### src/rtl/sum_rizado_sched_if.sv
// Bundle between the two requesters, the result consumer and the shared-adder sequencer.
// master = client/consumer side, slave = sequencer side.
interface sum_rizado_sched_if #(
    parameter int NBYTES = 4
) ();
    localparam int W = 8 * NBYTES;

    logic         req0_valid;
    logic         req0_ready;
    logic [W-1:0] req0_a;
    logic [W-1:0] req0_b;
    logic         req0_ci;

    logic         req1_valid;
    logic         req1_ready;
    logic [W-1:0] req1_a;
    logic [W-1:0] req1_b;
    logic         req1_ci;

    logic         res_valid;
    logic         res_ready;
    logic [W-1:0] res_s;
    logic         res_co;
    logic         res_id;

    logic         busy;

    modport master (
        output req0_valid, req0_a, req0_b, req0_ci,
        output req1_valid, req1_a, req1_b, req1_ci,
        output res_ready,
        input  req0_ready, req1_ready,
        input  res_valid, res_s, res_co, res_id, busy
    );

    modport slave (
        input  req0_valid, req0_a, req0_b, req0_ci,
        input  req1_valid, req1_a, req1_b, req1_ci,
        input  res_ready,
        output req0_ready, req1_ready,
        output res_valid, res_s, res_co, res_id, busy
    );
endinterface

### src/rtl/sum_rizado_sched.sv
// Round-robin sequencer sharing one 8-bit ripple-carry adder between two requesters;
// each W-bit add runs byte-serially LSB-first with the carry chained through a register.

module sum_rizado (
    input  logic [7:0] a,
    input  logic [7:0] b,
    input  logic       ci,
    output logic [7:0] s,
    output logic       co
);
    logic c;

    // NOTE: blocking '=' here is intentional: c must carry bit i's result into bit i+1
    // within the same evaluation, which is exactly how the ripple chain behaves.
    always_comb begin
        c = ci;
        s = '0;
        for (int i = 0; i < 8; i++) begin
            s[i] = a[i] ^ b[i] ^ c;
            c    = (a[i] & b[i]) | (c & (a[i] ^ b[i]));
        end
        co = c;
    end
endmodule

module sum_rizado_sched #(
    parameter int NBYTES = 4
) (
    input  logic               clk,
    input  logic               reset,
    sum_rizado_sched_if.slave  bus
);
    localparam int W = 8 * NBYTES;

    typedef enum logic [1:0] {
        IDLE,
        ADD,
        DONE
    } state_t;

    state_t       state, state_next;
    logic [2:0]   cnt;
    logic         carry;
    logic         ptr;
    logic [W-1:0] op_a, op_b;
    logic [W-1:0] res_s;
    logic         res_co;
    logic         res_id;

    logic         any_valid, grant_id, accept, last_byte;
    logic [7:0]   byte_a, byte_b, sum_s;
    logic         sum_co;

    // The pointer only matters on a tie; a lone requester always wins.
    assign any_valid = bus.req0_valid | bus.req1_valid;
    assign grant_id  = (bus.req0_valid & bus.req1_valid) ? ptr : bus.req1_valid;
    assign accept    = (state == IDLE) & any_valid;
    assign last_byte = (cnt == 3'(NBYTES - 1));

    assign bus.req0_ready = accept & ~grant_id;
    assign bus.req1_ready = accept & grant_id;
    assign bus.res_valid  = (state == DONE);
    assign bus.res_s      = res_s;
    assign bus.res_co     = res_co;
    assign bus.res_id     = res_id;
    assign bus.busy       = (state != IDLE);

    // NOTE: every output of an always_comb gets a default first, so no path leaves
    // it unassigned and no latch is inferred.
    always_comb begin
        byte_a = '0;
        byte_b = '0;
        for (int k = 0; k < NBYTES; k++) begin
            if (cnt == 3'(k)) begin
                byte_a = op_a[8*k +: 8];
                byte_b = op_b[8*k +: 8];
            end
        end
    end

    sum_rizado u_adder (
        .a  (byte_a),
        .b  (byte_b),
        .ci (carry),
        .s  (sum_s),
        .co (sum_co)
    );

    always_comb begin
        state_next = state;
        case (state)
            IDLE:    if (accept)        state_next = ADD;
            ADD:     if (last_byte)     state_next = DONE;
            DONE:    if (bus.res_ready) state_next = IDLE;
            default:                    state_next = IDLE;
        endcase
    end

    always_ff @(posedge clk) begin
        if (reset) state <= IDLE;
        else       state <= state_next;
    end

    // NOTE: operand registers carry no reset; they are only read after an accept
    // has loaded them, so clearing them would cost logic without changing behaviour.
    always_ff @(posedge clk) begin
        if (accept) begin
            op_a <= grant_id ? bus.req1_a : bus.req0_a;
            op_b <= grant_id ? bus.req1_b : bus.req0_b;
        end
    end

    always_ff @(posedge clk) begin
        if (reset) begin
            cnt    <= '0;
            carry  <= 1'b0;
            ptr    <= 1'b0;
            res_s  <= '0;
            res_co <= 1'b0;
            res_id <= 1'b0;
        end else begin
            case (state)
                IDLE: begin
                    if (accept) begin
                        carry  <= grant_id ? bus.req1_ci : bus.req0_ci;
                        res_id <= grant_id;
                        ptr    <= ~grant_id;
                        cnt    <= '0;
                    end
                end
                ADD: begin
                    // Only the current byte lane is written; higher lanes keep old data.
                    for (int k = 0; k < NBYTES; k++) begin
                        if (cnt == 3'(k)) res_s[8*k +: 8] <= sum_s;
                    end
                    carry <= sum_co;
                    cnt   <= cnt + 3'd1;
                    if (last_byte) res_co <= sum_co;
                end
                default: ;
            endcase
        end
    end
endmodule

### src/flat_wrapper.sv
// flat-port wrapper written by rule: the top's interface ports become plain ports
module sum_rizado_sched_flat 
#(
    parameter int NBYTES = 4
)
  (clk, reset, bus_req0_valid, bus_req0_a, bus_req0_b, bus_req0_ci, bus_req1_valid, bus_req1_a, bus_req1_b, bus_req1_ci, bus_res_ready, bus_req0_ready, bus_req1_ready, bus_res_valid, bus_res_s, bus_res_co, bus_res_id, bus_busy);
  sum_rizado_sched_if #(.NBYTES(NBYTES)) bus_i ();
  input  logic clk;
  input  logic reset;
  input wire logic [$bits(bus_i.req0_valid)-1:0] bus_req0_valid;
  input wire logic [$bits(bus_i.req0_a)-1:0] bus_req0_a;
  input wire logic [$bits(bus_i.req0_b)-1:0] bus_req0_b;
  input wire logic [$bits(bus_i.req0_ci)-1:0] bus_req0_ci;
  input wire logic [$bits(bus_i.req1_valid)-1:0] bus_req1_valid;
  input wire logic [$bits(bus_i.req1_a)-1:0] bus_req1_a;
  input wire logic [$bits(bus_i.req1_b)-1:0] bus_req1_b;
  input wire logic [$bits(bus_i.req1_ci)-1:0] bus_req1_ci;
  input wire logic [$bits(bus_i.res_ready)-1:0] bus_res_ready;
  output wire logic [$bits(bus_i.req0_ready)-1:0] bus_req0_ready;
  output wire logic [$bits(bus_i.req1_ready)-1:0] bus_req1_ready;
  output wire logic [$bits(bus_i.res_valid)-1:0] bus_res_valid;
  output wire logic [$bits(bus_i.res_s)-1:0] bus_res_s;
  output wire logic [$bits(bus_i.res_co)-1:0] bus_res_co;
  output wire logic [$bits(bus_i.res_id)-1:0] bus_res_id;
  output wire logic [$bits(bus_i.busy)-1:0] bus_busy;
  assign bus_i.req0_valid = bus_req0_valid;
  assign bus_i.req0_a = bus_req0_a;
  assign bus_i.req0_b = bus_req0_b;
  assign bus_i.req0_ci = bus_req0_ci;
  assign bus_i.req1_valid = bus_req1_valid;
  assign bus_i.req1_a = bus_req1_a;
  assign bus_i.req1_b = bus_req1_b;
  assign bus_i.req1_ci = bus_req1_ci;
  assign bus_i.res_ready = bus_res_ready;
  assign bus_req0_ready = bus_i.req0_ready;
  assign bus_req1_ready = bus_i.req1_ready;
  assign bus_res_valid = bus_i.res_valid;
  assign bus_res_s = bus_i.res_s;
  assign bus_res_co = bus_i.res_co;
  assign bus_res_id = bus_i.res_id;
  assign bus_busy = bus_i.busy;
  sum_rizado_sched #(.NBYTES(NBYTES)) u_core (.clk(clk), .reset(reset), .bus(bus_i));
endmodule
### config.mk
export PLATFORM = sky130hd
export DESIGN_NAME = sum_rizado_sched_flat
export DESIGN_NICKNAME = d
export VERILOG_FILES = /design/src/rtl/sum_rizado_sched_if.sv /design/src/rtl/sum_rizado_sched.sv /design/src/flat_wrapper.sv
export SDC_FILE = /design/constraint.sdc
export NUM_CORES = 1
export LEC_CHECK = 0
export CORE_MARGIN = 3
export CORE_UTILIZATION = 30
export DETAILED_ROUTE_END_ITERATION = 6
export PLACE_DENSITY = 0.68
export SKIP_CTS_REPAIR_TIMING = 1
export SLEW_MARGIN = 20
export SYNTH_ARGS = -nofsm -noshare
export SYNTH_HDL_FRONTEND = slang
export SYNTH_HIERARCHICAL = 1
export SYNTH_SLANG_ARGS = --single-unit
export TNS_END_PERCENT = 100
### constraint.sdc
create_clock -name clk -period 6.85 [get_ports clk]
set_input_delay 1.37 -clock clk [delete_from_list [all_inputs] [get_ports clk]]
set_output_delay 1.37 -clock clk [all_outputs]
set_load 0.01 [all_outputs]
---- After elaboration in Yosys (flattened, before gate mapping) ----
Index checks and enable logic that the tools add are counted.
storage, ports and cells
  register bits ........................... 105
  input bits .............................. 135
  output and inout bits ................... 38
  logic and storage cells ................. 98
cells by class
  add/sub/neg operators ................... 1
  equality and inequality tests ........... 8
  multiplexer cells ....................... 20
  bitwise logic cells ..................... 46
  reduce and logical (&&, ||, !) cells .... 11
operators with widths
  cell                                                   number
  two-way mux 32 bit                                     2
  two-way mux 8 bit                                      8
  AND 1 bit                                              20
  bitwise XOR 1 bit                                      16
  AND reduction 2 bit                                    6
  bitwise OR 1 bit                                       9
  == test 3 x 2 -> 1 bit, second input constant          2
  two-way mux 2 bit                                      3
  one-hot mux 2 bit (3 select lines)                     1
  one-hot mux 3 bit (2 select lines)                     1
  inequality test 2 x 1 -> 1 bit, second input constant  2
  nonzero test 2 bit                                     2
  adder 3 x 1 -> 3 bit, second input constant            1
  == test 3 x 1 -> 1 bit, second input constant          1
  logical NOT 3 bit                                      1
  two-way mux 1 bit                                      3
  two-way mux 3 bit                                      1
  AND reduction 3 bit                                    1
  == test 2 x 1 -> 1 bit, second input constant          1
  == test 2 bit, second input constant                   1
  logical NOT 2 bit                                      1
  inequality test 2 bit, second input constant           1
  one-hot mux 1 bit (2 select lines)                     1
  inverter 1 bit                                         1

---- Longest topological paths before layout ----
  depth after elaboration ................. 23
  gate-level depth with buffers ........... 22
  mapped depth without buffers ............ 20

---- Cells and area by module ----
Netlist, hierarchy kept.
by module, submodules not included
  module            times used  cells an instance  area an instance (um^2)
  sum_rizado_sched  1           404                4923.5
  sum_rizado        1           18                 197.7

---- Worst setup path before layout ----
OpenSTA, ideal clock, no wires.
  kind .................................... register to register
  start ................................... register u_core.cnt[1]
  end ..................................... register u_core.res_s[31], in the netlist u_core/bus.res_s[31]
  library setup time ...................... 0.070 ns
  arrival time ............................ 4.633 ns
  slack ................................... 2.147 ns
  stages on the path, launching flop included .. 21
  clock period less this slack ............ 4.703 ns
  path through ............................ dfxtp_1 -> ha_1 -> ha_1 -> clkbuf_1 -> nor2_2 -> buf_2 -> a32o_1 -> fa_1 -> inv_1 -> fa_1 -> inv_1 -> fa_1 -> fa_1 -> fa_1 -> fa_1 -> fa_1 -> inv_1 -> fa_1 -> inv_1 -> nand3_1 -> a21oi_1
on the way
  cells in the longest elaborated chain, start to end .. 21
  elaborated cells on any way between the ends .. 43
  classes of those cells .................. eq/ne: 3; mux: 8; bitwise: 30; reduce/logical: 2
ends and longest elaborated chain
  element                          line                     RTL
  from (decl)                      sum_rizado_sched.sv:42   logic [2:0] cnt;
  from (signal assigned)           sum_rizado_sched.sv:137  cnt <= cnt + 3'd1;
  logical NOT 3 bit                sum_rizado_sched.sv:74   if (cnt == 3'(k)) begin
  two-way mux 8 bit (3 in series)  sum_rizado_sched.sv:74
  two-way mux 8 bit (*)            sum_rizado_sched.sv:74
  via u_core.byte_a[0]             sum_rizado_sched.sv:51   logic [7:0] byte_a, byte_b, sum_s;
  bitwise XOR 1 bit                sum_rizado_sched.sv:20   c = (a[i] & b[i]) | (c & (a[i] ^ b[i]));
  AND 1 bit                        sum_rizado_sched.sv:20
  bitwise OR 1 bit (*)             sum_rizado_sched.sv:20
  AND 1 bit (*)                    sum_rizado_sched.sv:20
  (+5 left out)                    --
  AND 1 bit (*)                    sum_rizado_sched.sv:20
  bitwise OR 1 bit (*)             sum_rizado_sched.sv:20
  AND 1 bit (*)                    sum_rizado_sched.sv:20
  bitwise OR 1 bit (*)             sum_rizado_sched.sv:20
  AND 1 bit (*)                    sum_rizado_sched.sv:20
  bitwise OR 1 bit (*)             sum_rizado_sched.sv:20
  bitwise XOR 1 bit (*)            sum_rizado_sched.sv:19   s[i] = a[i] ^ b[i] ^ c;
  via u_core.sum_s[7]              sum_rizado_sched.sv:51
  to (signal, indexed assignment)  sum_rizado_sched.sv:134  if (cnt == 3'(k)) res_s[8*k +: 8] <= sum_s;
  to (decl)                        sum_rizado_sched.sv:46   logic [W-1:0] res_s;
Mark *: on every way through the listed nets, which the timed path passes. The rest lies on a longest branch.
A chain may end at the register's enable or synchronous reset.

---- Final worst setup path ----
Same ends and word-level chain as after synthesis.

==> flow_summary.json <==
{
  "syn_inst": 422,
  "cp.required_ns": 7.13,
  "internal_power_mw": 1.20,
  "cp_max_fo": 33,
  "drt_iter0_markers": 291,
  "ys_types": 35,
  "arrival_ns": 5.54,
  "pwr-share-seq_pct": 47.1,
  "syn-num-nets": 570,
  "grt_max_degree": 65,
  "antenna_left": 0,
  "rsz0062_at_grt": "false",
  "grt_pass1_vias": 3862,
  "synth_area_sq_um": 5120,
  "h-tree-depth": 3,
  "antenna_found_initial": 0,
  "path_class": "flip-flop to flip-flop",
  "dr.pass1.iters": 4,
  "synth_top_area_share_pct": 37.5,
  "slowest_delay_ns": 0.72,
  "drt-total-wl_microns": 13000,
  "peakVddDrop_mv": 0.144,
  "setup_tns_ns": 0,
  "gp_congestion": 0.840,
  "insertion_delay_ns": 0.35,
  "maxSlewViolCount": 0,
  "power.net_switching_mw": 0.435,
  "clkTransAtPathRegs_ns": 0.07,
  "synth_seq_area_share_pct": 53.6,
  "hold_class": "flip-flop to flip-flop",
  "finalNetCount": 729,
  "post-place-ws_ns": 1.59,
  "worstSetupStartpointType": "flip-flop",
  "netlist_top_cells_area": "edfxtp_1 (38%), dfxtp_1 (16%), mux2_2 (13%)",
  "grt_overflow": 0,
  "synth_edf_count": 64,
  "max_freq_mhz": 190,
  "timing.slew.headroom_pct": 41.9,
  "crit_family": "adder cells",
  "hold_violations": 0,
  "status": "completed",
  "crit_chain": "inv_1, ha_1, o21ai_0, a32o_1, fa_1, inv_1, fa_1, inv_1, fa_1, fa_1, fa_1, fa_1, fa_1, inv_1, fa_1, inv_1, nand3_1, a21oi_1",
  "yosys_warnings": 6,
  "synth-seq-cells": 105,
  "grt_pass1_wl_microns": 20100,
  "synthArstFlopShare_pct": 0,
  "drc": 0,
  "maxCapViolations": 0,
  "yosys.area.top_type": "edfxtp_1",
  "drive_gt1_share_pct": 14.3,
  "timing.final.crit_share_pct": 76.8,
  "vias_per_cell": 4.61,
  "coreArea_sq_um": 16600,
  "p_comb_share_pct": 24.4,
  "worst_pin_slew_ns": 0.871,
  "cts_sinks": 105,
  "std_cell_rows": 47,
  "fp.dieH_microns": 137,
  "power.density_nw_per_um2": 225,
  "p_clk_share_pct": 28.5,
  "syn_to_final_growth_pct": 41.6,
  "path_buf_inv": 5,
  "skew_ns": 0.00677,
  "leakage_nw": 2.54,
  "cts_tree": "built",
  "start_util_pct": 30.8,
  "die_w_microns": 137,
  "crit_path_end_kind": "flip-flop",
  "io_pins": 173,
  "dp_hpwl_microns": 10300,
  "syn_area_per_cell_sq_um": 12.1,
  "clockBufferDepth": 2,
  "cp_common_cell": "fa_1",
  "setup_slack_ns": 1.59,
  "finalSetupViolations": 0,
  "crit_slowest_cell": "ha_1",
  "via_count": 3718,
  "routedWlPerCell_microns": 16.1,
  "grtUsageTotal_pct": 14.2,
  "cts_root_buf": "clkbuf_16",
  "p_sw_share_pct": 26.7,
  "diodes": 0,
  "die_area_sq_um": 18700,
  "power_mw": 1.63,
  "cts_buffers": 9,
  "synth-main-ff-cell": "edfxtp_1",
  "post-route-min-period_ns": 5.26,
  "port_buffers": 172
}
[routing by layer]
metal | GRT usage (%) | part of all wire, % | vias up
met5 | 0 | 0 | -
met4 | 5.04 | 1.9 | 0
met3 | 4.19 | 7.2 | 18
met2 | 22.7 | 47 | 151
met1 | 18.2 | 44 | 1713
li1 | - | - | 1836
[cells by family (layout without fill, tap and decap cells)]
family | Yosys count | after routing | synth area share, %
adders and majority gates | 13 | 13 | 4.35
muxes | 89 | 89 | 19.0
AOI/OAI and AO/OA | 72 | 72 | 8.84
buffers and inverters | 47 | 211 | 4.89
and+or+nand+nor | 96 | 96 | 9.41
DFF | 105 | 105 | 53.6
[stage by stage]
stage	instances	cell area, sq um	hold slack (ns)	util, %
floorplan	422	5120	0.429	-
global placement	790	6980	0.434	42.0
detailed placement	790	6980	0.462	42.0
CTS	806	7250	0.472	43.6
global route	806	7250	0.495	43.6
finish	806	7250	0.471	43.6
[cell type report]
cell class	instances	area, sq um
Fill cell	1499	9390
Sequential cell	105	2740
Multi-Input combinational cell	270	2130
Timing Repair Buffer	178	1770
Tap cell	220	275
Clock buffer	9	225
Inverter	17	63.8
Clock inverter	7	45.0
[synthesized netlist by cell type, types with 6 or more instances]
master / number
o21ai_0: 20
inv_1: 17
fa_1: 8
mux2i_1: 25
buf_6: 7
nand2_1: 26
clkbuf_1: 13
nand2b_1: 20
a21oi_1: 31
nor2_1: 27
nand3_1: 9
edfxtp_1: 64
a32o_1: 16
mux2_1: 6
mux2_2: 58
dfxtp_1: 41
[path summary, 6_finish.rpt]
kind,startpoint,end,slack (ns),depth (start not counted)
max reg2reg,u_core/cnt[1],u_core/bus.res_s[31],1.59,18
min,u_core/bus.res_s[31],u_core/bus.res_s[31],0.47,2
max,u_core/cnt[1],u_core/bus.res_s[31],1.59,18
min reg2reg,u_core/bus.res_s[31],u_core/bus.res_s[31],0.47,2
[sequential cells by signal (all words and copies together) (netlist names)]
signal             cells
u_core/bus.res_s      32
u_core/op_a           32
u_core/op_b           32
u_core/cnt             3
u_core/state           2
u_core/bus.res_co      1
u_core/bus.res_id      1
u_core/carry           1
u_core/ptr             1
[placed cells by master, fill, tap and decap left out, types with 2 or more instances in the layout]
cell type        netlist  final
clkdlybuf4s50_1        0    172
edfxtp_1              64     64
mux2_2                58     58
dfxtp_1               41     41
a21oi_1               31     31
nor2_1                27     27
nand2_1               26     26
mux2i_1               25     25
o21ai_0               20     20
nand2b_1              20     20
inv_1                 17     16
a32o_1                16     16
clkbuf_16              0      9
nand3_1                9      9
fa_1                   8      8
mux2_1                 6      6
buf_4                  4      6
ha_1                   5      5
clkinv_1               0      3
nor2b_1                3      3
inv_6                  0      2
o211ai_1               2      2
and4bb_2               2      2
a211oi_1               2      2
[power groups by stage]
stage          registers, mW  logic, mW  clock network (mW)
5_1_grt                0.773      0.431               0.507
6_report               0.768      0.398               0.466
2_1_floorplan          0.775      0.219                   0
4_1_cts                0.769      0.399               0.483
3_5_place_dp           0.783      0.398                   0
3_3_place_gp           0.782      0.386                   0
[worst register-to-register path, stage by stage, from the launching register on]
cell	delay, ns
dfxtp_1	0.34
inv_1	0.09
ha_1	0.72
o21ai_0	0.24
a32o_1	0.32
fa_1	0.42
inv_1	0.08
fa_1	0.16
inv_1	0.05
fa_1	0.38
fa_1	0.40
fa_1	0.41
fa_1	0.40
fa_1	0.37
inv_1	0.08
fa_1	0.40
inv_1	0.13
nand3_1	0.08
a21oi_1	0.13
Power figures use the tool's default switching activity.
